==> config.mk <==
export PLATFORM = sky130hd
export DESIGN_NAME = img_rom_arbiter_flat
export DESIGN_NICKNAME = d
export VERILOG_FILES = /design/src/rtl/img_rom_arbiter_if.sv /design/src/rtl/img_rom_arbiter.sv /design/src/flat_wrapper.sv
export SDC_FILE = /design/constraint.sdc
export NUM_CORES = 1
export LEC_CHECK = 0
export BUFFER_PORTS_ARGS = -buffer_cell sky130_fd_sc_hd__buf_2
export CAP_MARGIN = 20
export CELL_PAD_IN_SITES_DETAIL_PLACEMENT = 0
export CELL_PAD_IN_SITES_GLOBAL_PLACEMENT = 1
export CORE_MARGIN = 10
export CORE_UTILIZATION = 32
export CTS_BUF_LIST = sky130_fd_sc_hd__clkbuf_16
export DETAILED_ROUTE_END_ITERATION = 6
export MAX_ROUTING_LAYER = met4
export PLACE_DENSITY_LB_ADDON = 0.2
export SKIP_CTS_REPAIR_TIMING = 1
export SLEW_MARGIN = 20
export SYNTH_ARGS = -nofsm -noshare
export SYNTH_HDL_FRONTEND = slang
export SYNTH_SLANG_ARGS = --single-unit
==> constraint.sdc <==
create_clock -name clk -period 1.9 [get_ports clk]
set_input_delay 0.38 -clock clk [delete_from_list [all_inputs] [get_ports clk]]
set_output_delay 0.38 -clock clk [all_outputs]
set_load 0.05 [all_outputs]
==> src/rtl/img_rom_arbiter_if.sv <==
// Bundles the image-ROM arbiter's requester, ROM and status signals.
// The slave modport is the arbiter; the master modport is its environment.
interface img_rom_arbiter_if #(
  parameter int AW = 15,
  parameter int DW = 8
);
  logic          blank;
  logic          disp_req;
  logic [AW-1:0] disp_addr;
  logic          disp_gnt;
  logic          disp_rvalid;
  logic [DW-1:0] disp_rdata;
  logic          dec_req;
  logic [AW-1:0] dec_addr;
  logic          dec_gnt;
  logic          dec_rvalid;
  logic [DW-1:0] dec_rdata;
  logic          rom_en;
  logic [AW-1:0] rom_addr;
  logic [DW-1:0] rom_dout;
  logic          dec_starved;

  modport slave (
    input  blank, disp_req, disp_addr, dec_req, dec_addr, rom_dout,
    output disp_gnt, disp_rvalid, disp_rdata, dec_gnt, dec_rvalid, dec_rdata,
           rom_en, rom_addr, dec_starved
  );

  modport master (
    output blank, disp_req, disp_addr, dec_req, dec_addr, rom_dout,
    input  disp_gnt, disp_rvalid, disp_rdata, dec_gnt, dec_rvalid, dec_rdata,
           rom_en, rom_addr, dec_starved
  );
endinterface

==> src/rtl/img_rom_arbiter.sv <==
// Shares the single-port image ROM between the display sprite fetch and the
// decrypter, with blanking-based priority and a decrypter starvation guard.
module img_rom_arbiter #(
  parameter int AW       = 15,
  parameter int DW       = 8,
  parameter int RD_LAT   = 1,
  parameter int MAX_WAIT = 16
) (
  input  logic             clk,
  input  logic             rst,
  img_rom_arbiter_if.slave bus
);
  localparam int CW    = $clog2(MAX_WAIT + 1);
  localparam int DEPTH = RD_LAT + 1;
  localparam logic [CW-1:0] MAX_CNT = CW'(MAX_WAIT);

  logic          disp_gnt_s;
  logic          dec_gnt_s;
  logic          dec_first_s;
  logic          disp_acc_s;
  logic          dec_acc_s;
  logic [CW-1:0] wait_cnt_r;
  logic [CW-1:0] wait_cnt_nxt_s;
  logic          dec_starved_r;
  logic          rom_en_r;
  logic [AW-1:0] rom_addr_r;
  logic [DEPTH-1:0] pipe_vld_r;
  logic [DEPTH-1:0] pipe_tag_r;
  logic          exit_vld_s;
  logic          exit_tag_s;
  logic          disp_rvalid_r;
  logic          dec_rvalid_r;
  logic [DW-1:0] disp_rdata_r;
  logic [DW-1:0] dec_rdata_r;

  // Priority arbitration: decrypter first in blanking or when starved.
  always_comb begin
    disp_gnt_s  = 1'b0;
    dec_gnt_s   = 1'b0;
    dec_first_s = bus.blank || (wait_cnt_r == MAX_CNT);
    if (!rst) begin
      disp_gnt_s = 1'b0;
      dec_gnt_s  = 1'b0;
    end else if (dec_first_s) begin
      if (bus.dec_req) begin
        dec_gnt_s = 1'b1;
      end else begin
        disp_gnt_s = bus.disp_req;
      end
    end else begin
      if (bus.disp_req) begin
        disp_gnt_s = 1'b1;
      end else begin
        dec_gnt_s = bus.dec_req;
      end
    end
  end

  assign disp_acc_s = bus.disp_req && disp_gnt_s;
  assign dec_acc_s  = bus.dec_req && dec_gnt_s;

  // Wait counter next value: count denied decrypter cycles, saturating.
  always_comb begin
    wait_cnt_nxt_s = wait_cnt_r;
    if (!bus.dec_req || dec_gnt_s) begin
      wait_cnt_nxt_s = {CW{1'b0}};
    end else if (wait_cnt_r == MAX_CNT) begin
      wait_cnt_nxt_s = wait_cnt_r;
    end else begin
      wait_cnt_nxt_s = wait_cnt_r + CW'(1);
    end
  end

  // Wait counter and starvation flag; the flag tracks the counter's new value
  // so it is high in the same cycle the forced grant is taken.
  always_ff @(posedge clk or negedge rst) begin
    if (!rst) begin
      wait_cnt_r    <= {CW{1'b0}};
      dec_starved_r <= 1'b0;
    end else begin
      wait_cnt_r    <= wait_cnt_nxt_s;
      dec_starved_r <= (wait_cnt_nxt_s == MAX_CNT);
    end
  end

  // ROM issue register: address only moves on an accepted request.
  always_ff @(posedge clk or negedge rst) begin
    if (!rst) begin
      rom_en_r   <= 1'b0;
      rom_addr_r <= {AW{1'b0}};
    end else begin
      rom_en_r <= disp_acc_s || dec_acc_s;
      if (disp_acc_s) begin
        rom_addr_r <= bus.disp_addr;
      end else if (dec_acc_s) begin
        rom_addr_r <= bus.dec_addr;
      end else begin
        rom_addr_r <= rom_addr_r;
      end
    end
  end

  // Valid/tag pipeline matching ROM latency (tag 1 = decrypter).
  always_ff @(posedge clk or negedge rst) begin
    if (!rst) begin
      pipe_vld_r <= {DEPTH{1'b0}};
      pipe_tag_r <= {DEPTH{1'b0}};
    end else begin
      pipe_vld_r <= {pipe_vld_r[DEPTH-2:0], disp_acc_s || dec_acc_s};
      pipe_tag_r <= {pipe_tag_r[DEPTH-2:0], dec_acc_s};
    end
  end

  assign exit_vld_s = pipe_vld_r[RD_LAT];
  assign exit_tag_s = pipe_tag_r[RD_LAT];

  // Return path: capture ROM data into the tagged port only.
  always_ff @(posedge clk or negedge rst) begin
    if (!rst) begin
      disp_rvalid_r <= 1'b0;
      dec_rvalid_r  <= 1'b0;
      disp_rdata_r  <= {DW{1'b0}};
      dec_rdata_r   <= {DW{1'b0}};
    end else begin
      disp_rvalid_r <= exit_vld_s && !exit_tag_s;
      dec_rvalid_r  <= exit_vld_s && exit_tag_s;
      if (exit_vld_s && !exit_tag_s) begin
        disp_rdata_r <= bus.rom_dout;
      end else begin
        disp_rdata_r <= disp_rdata_r;
      end
      if (exit_vld_s && exit_tag_s) begin
        dec_rdata_r <= bus.rom_dout;
      end else begin
        dec_rdata_r <= dec_rdata_r;
      end
    end
  end

  assign bus.disp_gnt    = disp_gnt_s;
  assign bus.dec_gnt     = dec_gnt_s;
  assign bus.rom_en      = rom_en_r;
  assign bus.rom_addr    = rom_addr_r;
  assign bus.disp_rvalid = disp_rvalid_r;
  assign bus.dec_rvalid  = dec_rvalid_r;
  assign bus.disp_rdata  = disp_rdata_r;
  assign bus.dec_rdata   = dec_rdata_r;
  assign bus.dec_starved = dec_starved_r;
endmodule
==> src/flat_wrapper.sv <==
// flat-port wrapper written by rule: the top's interface ports become plain ports
module img_rom_arbiter_flat 
#(
  parameter int AW       = 15,
  parameter int DW       = 8,
  parameter int RD_LAT   = 1,
  parameter int MAX_WAIT = 16
)
  (clk, rst, bus_blank, bus_disp_req, bus_disp_addr, bus_dec_req, bus_dec_addr, bus_rom_dout, bus_disp_gnt, bus_disp_rvalid, bus_disp_rdata, bus_dec_gnt, bus_dec_rvalid, bus_dec_rdata, bus_rom_en, bus_rom_addr, bus_dec_starved);
  img_rom_arbiter_if #(.AW(AW), .DW(DW)) bus_i ();
  input  logic clk;
  input  logic rst;
  input wire logic [$bits(bus_i.blank)-1:0] bus_blank;
  input wire logic [$bits(bus_i.disp_req)-1:0] bus_disp_req;
  input wire logic [$bits(bus_i.disp_addr)-1:0] bus_disp_addr;
  input wire logic [$bits(bus_i.dec_req)-1:0] bus_dec_req;
  input wire logic [$bits(bus_i.dec_addr)-1:0] bus_dec_addr;
  input wire logic [$bits(bus_i.rom_dout)-1:0] bus_rom_dout;
  output wire logic [$bits(bus_i.disp_gnt)-1:0] bus_disp_gnt;
  output wire logic [$bits(bus_i.disp_rvalid)-1:0] bus_disp_rvalid;
  output wire logic [$bits(bus_i.disp_rdata)-1:0] bus_disp_rdata;
  output wire logic [$bits(bus_i.dec_gnt)-1:0] bus_dec_gnt;
  output wire logic [$bits(bus_i.dec_rvalid)-1:0] bus_dec_rvalid;
  output wire logic [$bits(bus_i.dec_rdata)-1:0] bus_dec_rdata;
  output wire logic [$bits(bus_i.rom_en)-1:0] bus_rom_en;
  output wire logic [$bits(bus_i.rom_addr)-1:0] bus_rom_addr;
  output wire logic [$bits(bus_i.dec_starved)-1:0] bus_dec_starved;
  assign bus_i.blank = bus_blank;
  assign bus_i.disp_req = bus_disp_req;
  assign bus_i.disp_addr = bus_disp_addr;
  assign bus_i.dec_req = bus_dec_req;
  assign bus_i.dec_addr = bus_dec_addr;
  assign bus_i.rom_dout = bus_rom_dout;
  assign bus_disp_gnt = bus_i.disp_gnt;
  assign bus_disp_rvalid = bus_i.disp_rvalid;
  assign bus_disp_rdata = bus_i.disp_rdata;
  assign bus_dec_gnt = bus_i.dec_gnt;
  assign bus_dec_rvalid = bus_i.dec_rvalid;
  assign bus_dec_rdata = bus_i.dec_rdata;
  assign bus_rom_en = bus_i.rom_en;
  assign bus_rom_addr = bus_i.rom_addr;
  assign bus_dec_starved = bus_i.dec_starved;
  img_rom_arbiter #(.AW(AW), .DW(DW), .RD_LAT(RD_LAT), .MAX_WAIT(MAX_WAIT)) u_core (.clk(clk), .rst(rst), .bus(bus_i));
endmodule
==> results.txt <==
- Worst setup slack after layout: -0.102 ns
* Clock Latency Late Sink: 0.28 ns
- Complex-gate fraction of the synthesized area: 0.104
- Antenna Diode Count: 0
- Final min period: about 2 ns
- The initial utilization of the core area, before any placement, comes to 0.327.
- Power comes to roughly 2800 µW.
- In this run the core area contains 27 standard-cell rows.
* Slew at the pin closest to its max-slew limit: a little over 0.4 ns
* Buffer type at the clock tree root: clkbuf_16
- Counting flops and latches in the post-synthesis netlist gives 43.
- Dividing the detail-routed wire length by the instance count gives 15.9 µm.
- Using the TritonRoute via totals, the vias-per-cell ratio works out to 4.63.
- Pin placement for this block handled 80 I/O pins.
* Total via count in the routed design: 1404
- Endpoint of the most critical register-to-register path: u_core.bus.rom_addr[0]
- Critical path required time: between 1.5 and 2 ns
* CTS H-tree lvls: 2
- Dominant combinational cell family by area after synthesis: simple AND/OR/NAND/NOR gates
- Final TNS setup: -0.180 ns
- The first routing iteration left 45 violations.
- Maximum number of pins on one net before global-route repair: 34
* Synthesized area per cell: 13.4 µm²
- Of the post-synthesis cell area, the part taken by muxes is 0.107.
- Final weighted congestion in routability-driven placement: a little under 0.8
* Count of clock tree sinks: 43
- Worst-case clock skew: 0.00374 ns
* Max Fclk: roughly 500 MHz
* Die Footprint: 0.00893 mm²
- Grt ovf: 0
* Final critical-path share of the clock period: 1.05
- Once layout is complete, the utilization of the core stands at 0.468.
* Status: finished, violations left
* Post-DP HPWL: approximately 3800 µm
- In the routed design, unresolved DRC markers number 0.
- Cell area after synthesis: ~0.0018 mm²
- Share of cells above drive strength 1: 0.545
- The floorplan step set the die width to 94.5 µm.
* Leak: 0.00127 µW
- First-pass GRT wire length: around 7700 µm
- Compared with the post-synthesis result, the final layout area differs by 43.2%.
- Kind of end point of the critical path: output pin
- Headroom to the max-slew limit came out at 0.728.
- Finish-stage setup viols: 2
- Counting every net in the synthesized netlist gives 178.
- Yosys warning total: 0
- Largest buffer count on any clock path: 2
* Final count of pins violating max slew: 0
- The worst register-to-register path begins at u_core.wait_cnt_r[0].
* Share of synthesized area occupied by flip-flops and latches: 0.606
- Total wire length after detailed routing: between 4000 and 5000 µm
- In this run the remaining antenna-violating nets after routing total 0.
* Reg2Reg Depth: 8
- The total area inside the core boundary comes to between 0.005 and 0.006 mm².
- Of the total synthesized cell area, the portion taken by XOR and XNOR cells is 0.0246.
- Gr usage total: 0.112
* Max-cap violation count: 0
- TritonCTS built the clock tree.
* Syn Inst Count: ~130
* P per Cell Area: 1090 mW/mm²
* Die boundary height: between 90 and 100 µm
- By startpoint and endpoint, the worst setup path is classified as reg2out.
- STA classifies the critical path startpoint as a flip-flop.
- Worst min-delay path class: in2async
- Final hold violation count: 0
* Port bufs: 79
- VDD sags by at most ~0.47 mV.
* Initial antenna violation count: 0
* Violations in the final reports: setup timing
* Critical path data arrival time: about 1.6 ns
* Adder and majority cell fraction of the synthesized area: 0.0141
* Clock buffers created by TritonCTS: 5
- Number of distinct standard cells referenced by the synthesized netlist: 26
* 1st-pass router iterations: 4
- In the final design database the tool counted about 280 nets.
* Register-to-register setup slack: roughly 0.05 ns
- The number of global-route vias before repair is ~1600.
- RSZ-0062 raised after global routing: yes
- CTS clock-pin slew for the worst setup and hold paths: ~0.06 ns
- Simple logic cell fraction of the synthesized area: 0.110
* Peak fanout along the critical path: 4
-- cell usage in the layout, fill, tap and decap left out, drive strengths merged --
cell         count
nor3b            1
xor2             3
dfrtp           43
nor2b            1
ha               2
a31oi            2
mux2            16
a221o           15
o21ai            3
and3             1
inv              5
dlygate4sd3      1
nor4             1
buf             96
clkinv           2
nor2             6
a211oi           1
mux2i            1
nor3             2
nand3            2
clkbuf           5
and2            15
xnor2            2
nand2            4
nor4bb           1
-- worst max-delay path by stage --
| stage | start | cells after the start | to | slack [ns] |
|---|---|---|---|---|
| finish | u_core.wait_cnt_r[0] | 7 | bus_disp_gnt | -0.10 |
| global route | u_core.wait_cnt_r[0] | 7 | bus_dec_gnt | -0.18 |
| CTS | u_core.wait_cnt_r[0] | 7 | bus_disp_gnt | -0.31 |
| detailed placement | u_core.wait_cnt_r[0] | 8 | u_core.bus.rom_addr[11] | 0.02 |
| global placement | u_core.wait_cnt_r[0] | 7 | bus_dec_gnt | 0.05 |
| floorplan | u_core.wait_cnt_r[0] | 9 | u_core.bus.rom_addr[10] | 0.01 |
-- state kept, by name (all words and copies together), names as in the netlist --
| name | count |
|---|---|
| u_core.bus.rom_addr | 15 |
| u_core.bus.dec_rdata | 8 |
| u_core.bus.disp_rdata | 8 |
| u_core.wait_cnt_r | 5 |
| u_core.pipe_tag_r | 2 |
| u_core.pipe_vld_r | 2 |
| u_core.bus.dec_rvalid | 1 |
| u_core.bus.dec_starved | 1 |
| u_core.bus.disp_rvalid | 1 |
-- layout make-up --
type,count,area [µm²]
fill,505,2900
sequential,43,1080
multi-input combinational,79,676
timing repair buffer,97,549
clock buffer,5,125
tap,72,90.1
inverter,5,18.8
clock inverter,2,8.76
-- routing by layer --
metal  global-route usage  vias to the layer above  part of all wire
met5                    -                        -                 0
met4               0.0436                        0             0.017
met3               0.0508                       10             0.094
met2                0.178                       54              0.48
met1                0.119                      665              0.41
li1                     -                      675                 -
-- Yosys cell counts --
cell | n | share of area
buf_6 | 2 | 0.013
mux2i_1 | 1 | 0.0056
ha_1 | 2 | 0.014
and2_1 | 15 | 0.053
inv_1 | 5 | 0.011
xnor2_1 | 2 | 0.0099
nor2_2 | 1 | 0.0035
nand3_1 | 2 | 0.0056
nor3_1 | 2 | 0.0056
o21ai_1 | 3 | 0.0084
nor3b_2 | 1 | 0.0070
dfrtp_1 | 43 | 0.61
buf_2 | 1 | 0.0028
and3_1 | 1 | 0.0035
nand2_1 | 4 | 0.0084
a221o_1 | 15 | 0.085
nor4_1 | 1 | 0.0035
buf_4 | 1 | 0.0042
clkbuf_1 | 2 | 0.0042
a31oi_1 | 2 | 0.0070
xor2_1 | 3 | 0.015
nor2b_1 | 1 | 0.0035
nor2_1 | 5 | 0.011
mux2_2 | 16 | 0.10
nor4bb_1 | 1 | 0.0056
a211oi_1 | 1 | 0.0042
-- where the power goes --
part | total (µW) | internal (µW) | switching, µW | leakage, µW
Combinational | 860 | 258 | 603 | 0.000671
Sequential | 1100 | 1040 | 59.9 | 0.000532
Clock | 801 | 472 | 329 | 0.0000671
-- logic make-up (layout without fill, tap and decap cells) --
family,Yosys count,count (layout)
adder cells (fa/ha/maj),2,2
AND/OR/NAND/NOR,34,34
flip-flops,43,43
buffers and inverters,11,109
AO/OA/AOI/OAI,21,21
multiplexers,17,17
XOR/XNOR,5,5
-- through the flow --
stage | std cells | area [µm²] | setup slack [ns] | hold slack (ns)
floorplan | 133 | 1800 | 0.00964 | 0.0844
global route | 303 | 2540 | -0.177 | 0.101
finish | 303 | 2540 | -0.102 | 0.0838
detailed placement | 293 | 2340 | 0.0154 | 0.239
global placement | 293 | 2340 | 0.0542 | 0.232
CTS | 300 | 2480 | -0.306 | -0.0631
-- worst max-delay path: stages (launching register included) --
cell and delay, ns:
dfrtp_1 0.38, inv_2 0.06, ha_4 0.15, nor4bb_4 0.14, buf_4 0.15, o21ai_2 0.10
and3_4 0.21, buf_8 0.15
No activity file was read; power rests on OpenSTA's default activity.
